`src/rtl/pipemem_pkg.sv`:
```
// Shared definitions for the MEM pipeline stage.
// Contents: the FSM state encoding, the I/O word offsets inside the
// memory-mapped I/O region, the default I/O region selector, and a
// word-alignment helper.
package pipemem_pkg;

    typedef enum logic [1:0] {
        ST_IDLE = 2'd0,
        ST_REQ  = 2'd1,
        ST_DONE = 2'd2
    } state_e;

    // Word offsets (malu[3:2]) inside the I/O region
    localparam logic [1:0] IO_OFF_LED = 2'd0;
    localparam logic [1:0] IO_OFF_SW  = 2'd1;
    localparam logic [1:0] IO_OFF_KEY = 2'd2;

    // malu[31:28] value that selects the I/O region
    localparam logic [3:0] IO_NIBBLE_DEFAULT = 4'hC;

    // The bus is word addressed: the byte offset bits are forced to zero
    function automatic logic [31:0] word_align(input logic [31:0] addr);
        return {addr[31:2], 2'b00};
    endfunction

endpackage

```
`src/rtl/pipemem_io.sv`:
```
// Memory-mapped I/O block of the MEM stage.
// Holds the LED register and the read mux for LEDs, switches and keys.
// Ports:
//   clock, reset   rising-edge clock, synchronous active-high reset
//   led_we         write strobe for the LED register
//   led_wdata      new LED value
//   sel            word offset inside the I/O region (malu[3:2])
//   sw, key        raw switch and key inputs
//   led            LED register
//   rdata          zero-extended read data for the selected offset
module pipemem_io
    import pipemem_pkg::*;
#(
    parameter int LED_W = 16,
    parameter int SW_W  = 16,
    parameter int KEY_W = 4
) (
    input  logic             clock,
    input  logic             reset,
    input  logic             led_we,
    input  logic [LED_W-1:0] led_wdata,
    input  logic [1:0]       sel,
    input  logic [SW_W-1:0]  sw,
    input  logic [KEY_W-1:0] key,
    output logic [LED_W-1:0] led,
    output logic [31:0]      rdata
);

    logic [LED_W-1:0] led_r;

    // LED register, written by I/O stores to the LED offset
    always_ff @(posedge clock) begin
        if (reset) begin
            led_r <= {LED_W{1'b0}};
        end else if (led_we) begin
            led_r <= led_wdata;
        end else begin
            led_r <= led_r;
        end
    end

    assign led = led_r;

    // Zero-extending read mux; the unused offset reads as zero
    always_comb begin
        rdata = 32'd0;
        case (sel)
            IO_OFF_LED: rdata[LED_W-1:0] = led_r;
            IO_OFF_SW:  rdata[SW_W-1:0]  = sw;
            IO_OFF_KEY: rdata[KEY_W-1:0] = key;
            default:    rdata            = 32'd0;
        endcase
    end

endmodule

```
`src/rtl/pipemem_stage.sv`:
```
// MEM stage of the 5-stage pipeline.
// Services loads and stores coming out of the EXE/MEM register. RAM
// accesses go over a req/ack bus through an IDLE/REQ/DONE FSM and stall
// the upstream pipeline while outstanding; the I/O region (LEDs,
// switches, keys) completes in a single cycle without stalling.
// Ports:
//   clock, reset                 clock, synchronous active-high reset
//   mwreg, mm2reg, mwmem         EXE/MEM controls (reg write, load, store)
//   malu, mb, mrn                address/ALU result, store data, dest reg
//   wb_wreg, wb_m2reg            bubble-gated controls to MEM/WB
//   wb_rn, wb_alu, wb_mo         dest reg, ALU result, load data to MEM/WB
//   stall                        freeze PC, IF/ID, ID/EXE, EXE/MEM
//   mem_req, mem_we, mem_addr,
//   mem_wdata, mem_rdata, mem_ack external memory bus
//   sw, key, led                 I/O region pins
//   bus_err                      sticky bus timeout flag
module pipemem_stage
    import pipemem_pkg::*;
#(
    parameter logic [3:0] IO_NIBBLE = IO_NIBBLE_DEFAULT,
    parameter int         TIMEOUT   = 16,
    parameter int         LED_W     = 16,
    parameter int         SW_W      = 16,
    parameter int         KEY_W     = 4
) (
    input  logic             clock,
    input  logic             reset,
    input  logic             mwreg,
    input  logic             mm2reg,
    input  logic             mwmem,
    input  logic [31:0]      malu,
    input  logic [31:0]      mb,
    input  logic [4:0]       mrn,
    output logic             wb_wreg,
    output logic             wb_m2reg,
    output logic [4:0]       wb_rn,
    output logic [31:0]      wb_alu,
    output logic [31:0]      wb_mo,
    output logic             stall,
    output logic             mem_req,
    output logic             mem_we,
    output logic [31:0]      mem_addr,
    output logic [31:0]      mem_wdata,
    input  logic [31:0]      mem_rdata,
    input  logic             mem_ack,
    input  logic [SW_W-1:0]  sw,
    input  logic [KEY_W-1:0] key,
    output logic [LED_W-1:0] led,
    output logic             bus_err
);

    localparam int               CNT_W    = (TIMEOUT > 2) ? $clog2(TIMEOUT) : 1;
    localparam logic [CNT_W-1:0] CNT_LAST = CNT_W'(TIMEOUT - 1);

    state_e           state_r;
    logic [CNT_W-1:0] cnt_r;
    logic [31:0]      cap_r;
    logic             mem_req_r;
    logic             mem_we_r;
    logic [31:0]      mem_addr_r;
    logic [31:0]      mem_wdata_r;
    logic             bus_err_r;

    logic             access_s;
    logic             io_s;
    logic             ram_s;
    logic             led_we_s;
    logic [31:0]      io_rdata_s;

    assign access_s = mwmem | mm2reg;
    assign io_s     = (malu[31:28] == IO_NIBBLE);
    assign ram_s    = access_s & ~io_s;
    assign led_we_s = io_s & mwmem & (malu[3:2] == IO_OFF_LED);

    pipemem_io #(
        .LED_W (LED_W),
        .SW_W  (SW_W),
        .KEY_W (KEY_W)
    ) u_io (
        .clock     (clock),
        .reset     (reset),
        .led_we    (led_we_s),
        .led_wdata (mb[LED_W-1:0]),
        .sel       (malu[3:2]),
        .sw        (sw),
        .key       (key),
        .led       (led),
        .rdata     (io_rdata_s)
    );

    // Bus access FSM: launch in IDLE, wait for ack or timeout in REQ,
    // present the captured data for one cycle in DONE
    always_ff @(posedge clock) begin
        if (reset) begin
            state_r     <= ST_IDLE;
            cnt_r       <= {CNT_W{1'b0}};
            cap_r       <= 32'd0;
            mem_req_r   <= 1'b0;
            mem_we_r    <= 1'b0;
            mem_addr_r  <= 32'd0;
            mem_wdata_r <= 32'd0;
            bus_err_r   <= 1'b0;
        end else begin
            case (state_r)
                ST_IDLE: begin
                    cnt_r <= {CNT_W{1'b0}};
                    if (ram_s) begin
                        mem_req_r   <= 1'b1;
                        mem_we_r    <= mwmem;
                        mem_addr_r  <= word_align(malu);
                        mem_wdata_r <= mb;
                        state_r     <= ST_REQ;
                    end else begin
                        state_r     <= ST_IDLE;
                    end
                end
                ST_REQ: begin
                    cnt_r <= cnt_r + CNT_W'(1);
                    // Ack is checked first so a same-cycle expiry loses
                    if (mem_ack) begin
                        cap_r     <= mem_we_r ? 32'd0 : mem_rdata;
                        mem_req_r <= 1'b0;
                        state_r   <= ST_DONE;
                    end else if (cnt_r == CNT_LAST) begin
                        cap_r     <= 32'd0;
                        bus_err_r <= 1'b1;
                        mem_req_r <= 1'b0;
                        state_r   <= ST_DONE;
                    end else begin
                        state_r   <= ST_REQ;
                    end
                end
                ST_DONE: begin
                    cnt_r   <= {CNT_W{1'b0}};
                    state_r <= ST_IDLE;
                end
                default: begin
                    cnt_r     <= {CNT_W{1'b0}};
                    mem_req_r <= 1'b0;
                    state_r   <= ST_IDLE;
                end
            endcase
        end
    end

    assign mem_req   = mem_req_r;
    assign mem_we    = mem_we_r;
    assign mem_addr  = mem_addr_r;
    assign mem_wdata = mem_wdata_r;
    assign bus_err   = bus_err_r;

    // Low in DONE so the held instruction retires exactly once
    assign stall = ((state_r == ST_IDLE) & ram_s) | (state_r == ST_REQ);

    assign wb_wreg  = mwreg & ~stall;
    assign wb_m2reg = mm2reg & ~stall;
    assign wb_rn    = mrn;
    assign wb_alu   = malu;

    // Load data: captured bus data in DONE, else single-cycle I/O read
    always_comb begin
        wb_mo = 32'd0;
        if (state_r == ST_DONE) begin
            wb_mo = cap_r;
        end else if (io_s & mm2reg) begin
            wb_mo = io_rdata_s;
        end else begin
            wb_mo = 32'd0;
        end
    end

endmodule

```
`config.mk`:
```
export PLATFORM = sky130hd
export DESIGN_NAME = pipemem_stage
export DESIGN_NICKNAME = d
export VERILOG_FILES = /design/src/rtl/pipemem_pkg.sv /design/src/rtl/pipemem_io.sv /design/src/rtl/pipemem_stage.sv
export SDC_FILE = /design/constraint.sdc
export NUM_CORES = 1
export LEC_CHECK = 0
export BUFFER_PORTS_ARGS = -buffer_cell sky130_fd_sc_hd__buf_2
export CORE_UTILIZATION = 50
export CTS_BUF_LIST = sky130_fd_sc_hd__clkbuf_2 sky130_fd_sc_hd__clkbuf_4 sky130_fd_sc_hd__clkbuf_8
export DETAILED_ROUTE_END_ITERATION = 10
export PLACE_DENSITY = 0.83
export RECOVER_POWER = 100
export SYNTH_ARGS = -nofsm -noshare
export SYNTH_HDL_FRONTEND = slang
export SYNTH_SLANG_ARGS = --single-unit
```
`constraint.sdc`:
```
create_clock -name clock -period 2.9 [get_ports clock]
set_input_delay 0.58 -clock clock [delete_from_list [all_inputs] [get_ports clock]]
set_output_delay 0.58 -clock clock [all_outputs]
set_load 0.05 [all_outputs]
```
==> reports/summary.txt <==
Pins Over Slew Limit = 80
Max Cap Violations = 1
Seq cells post-synth = 119
Syn Inst Count = 677
Die Area = 12,200 um^2
Comb pwr share = 21.8%
Port-buffer cells = 265
Crit-path max FO = 12
TritonCTS Buffers = 17
Clock share of power = 38.2%
Clock slew at reported path FFs = 0.06 ns
Min Hold Slack = 0.371 ns
Net Sw Power = 1440 uW
DRC = 0
PwrDens = 628 nW/um^2
Fillers = 1,081
CP Launch Type = primary input
Synth async-reset ratio = 0%
Total wire length = 18.9 mm
Reg2reg start = state_r[0]
Final Hold Viols = 0
Leak Pwr = 0.00284 uW
# hold bufs at CTS = 0
Seq pwr share = 40.1%
Yosys top cell area share = 40.5%
Setup_tns = 0 ns
Clk_lat worst skew = 0.44 ns
Initial DRC count = 620
Clock Path Buffers = 2
Hpwl dp = 12.6 mm
# nets final = 983
Core Area = 11,500 um^2
Outcome = finished with violations
DR WL/cell = 18.6 um
Top cells by area, synth = dfxtp_1 40%, o31ai_1 9.6%, nand4_1 9.5%
Crit path time final = 2.78 ns
CTS sink count = 119
Starting Density = 51.3%
Least-Margin Pin Slew = 1.61 ns
Synthesized area = 5890 um^2
Setup Skew = 0.00847 ns
Share of cells above drive strength 1 = 22.5%
Critical Path End = wb_mo[5]
Register area share after synthesis = 40.5%
Largest net degree at the start of global routing = 80
Worst setup startpoint = malu[29]
Final setup fails = 0
Vias per cell = 5.97
Area added between synthesis and finish = 20.0%
Int Pwr = 3000 uW
Failing checks = capacitance limit, slew limit
Total iterations of the first detailed-routing run = 5
Worst Path Required = 2.32 ns
IO Pins = 282
RSZ-0062 raised after global routing = no
Worst hold path stage count = 2
Most used DFF post-synth = dfxtp_1
Post-cts gate resize count = 0
Global-route wire length before repair = 29.3 mm
CTS root buf = clkbuf_8
Switching Share = 32.4%
Vias in the first global route = 5,480
Hold_sp = mem_rdata[27]
Final core occ = 61.6%
Initial antenna violation count = 1
Post-route ant nets = 0
Maximum VDD drop = 0.489 mV
H-Tree Depth = 4
CP arrival = 2.20 ns
GRT Residual Overflow = 0
Die height = 111 um
Die width = 111 um
Routability Congestion = 0.805
Global-route usage over all layers = 30.2%
Routed vias = 6,048
Worst reg-to-reg setup slack = 0.32 ns
Number of synthesized flops with an enable pin = 0
Synth warnings = 0
Setup Fix Bufs, Post-CTS = 0
HP Class = in2reg
Worst reg-to-reg path cell count = 4
Slew margin rel. = -7.20%
Yosys top cell by area = dfxtp_1
CTS tree = done
Row Count = 39
Critical path type = in2out
RR Endpoint = cap_r[30]
Worst setup EP type = primary output
Avg Inst Size Synth = 8.70 um^2
Maximum clock rate = 360 MHz
Fin crit share = 95.9%
Netlist cell types = 44
flip-flops by register name, indices dropped and copies added (netlist names):
signal	cells
state_r	2
mem_we	1
mem_req	1
cap_r	32
bus_err	1
cnt_r	4
mem_wdata	32
u_io.led	16
mem_addr	30
how the worst min path moves through the flow:
| stage | endpoint |
|---|---|
| 2_1_floorplan | cnt_r[0] |
| 3_3_place_gp | cnt_r[0] |
| 3_5_place_dp | cap_r[28] |
| 4_1_cts | cap_r[29] |
| 5_1_grt | cap_r[29] |
| 6_report | cap_r[27] |
stage by stage:
step	worst slack [ns]	total power [uW]	cell area, um^2	std cells
final	0.120	4440	7070	1013
after global routing	0.0268	4590	7060	1011
after CTS	0.135	4490	7240	1011
after detailed placement	0.215	2800	6790	979
after global placement	0.255	2800	6790	979
after floorplan	-0.0926	2600	5890	678
per-layer routing:
layer  track usage [%]  up-vias  part of all wire (%)
met4              13.1        0                   2.4
met1              40.5     2876                    43
met5                 0        -                     0
met2              45.3      300                    46
li1                  -     2836                     -
met3              8.51       36                   8.7
cells in the mapped netlist, types with 2 or more instances:
cell,instances
a2bb2oi_1,4
nand2_1,17
a31oi_1,3
buf_2,34
o31ai_1,75
nor3b_4,2
buf_6,14
o21ai_1,5
and2_1,17
a21oi_1,81
a22o_2,4
nand2b_1,29
nand4_1,89
nor2_1,8
mux2i_1,16
dfxtp_1,119
inv_1,2
nand3_1,20
clkbuf_1,28
o21a_1,2
o21ai_0,43
buf_4,43
power by group through the flow:
stage / registers [uW] / logic (uW) / clock network (uW)
6_report: 1780 / 967 / 1690
5_1_grt: 1790 / 1020 / 1780
4_1_cts: 1780 / 995 / 1710
3_5_place_dp: 1810 / 993 / 0
3_3_place_gp: 1810 / 989 / 0
2_1_floorplan: 2070 / 532 / 0
logic make-up (layout without fill, tap and decap cells):
logic type               after synthesis  count (layout)  synth area share [%]
AO/OA/AOI/OAI                        218             218                  22.5
AND/OR/NAND/NOR                      198             198                  20.7
buffers and inverters                122             312                  13.0
flip-flops                           119             119                  40.5
multiplexers                          16              16                  2.72
XOR/XNOR                               2               2                 0.298
adder cells (fa/ha/maj)                1               1                 0.212
other                                  1               4                0.0637
cell usage in the layout, fill, tap and decap left out, drive strengths merged, types with 2 or more instances in the layout:
cell and count:
nand3 20, dfxtp 119, a31oi 3, nand2b 29, nand4 89, nor3b 2
nand3b 2, conb 2, clkinv 4, nor2b 2, o21ai 48, o31ai 75
o21a 2, clkbuf 170, a2bb2oi 4, a22o 4, mux2i 16, inv 2
nand2 17, or3b 2, nor3 2, or2 2, and2 17, diode 2
nor2 9, buf 132, bufinv 4, a21oi 81
critical path: stages:
cell      delay (ns)
clkbuf_1        0.12
and4bb_1        0.43
nand3b_2        0.36
o31ai_1         0.38
clkbuf_2        0.33
cell type report:
class,count,area (um^2),area share (%)
diodes,2,5.00,0.0708
clock buffers,24,305,4.32
clock inverters,8,144,2.04
inverters,2,7.51,0.106
multi-input cells,437,2770,39.2
flip-flops and latches,119,2380,33.7
well taps,143,179,2.53
repair buffers,278,1270,18.0
Note: power is estimated with default switching activity, not from simulation.
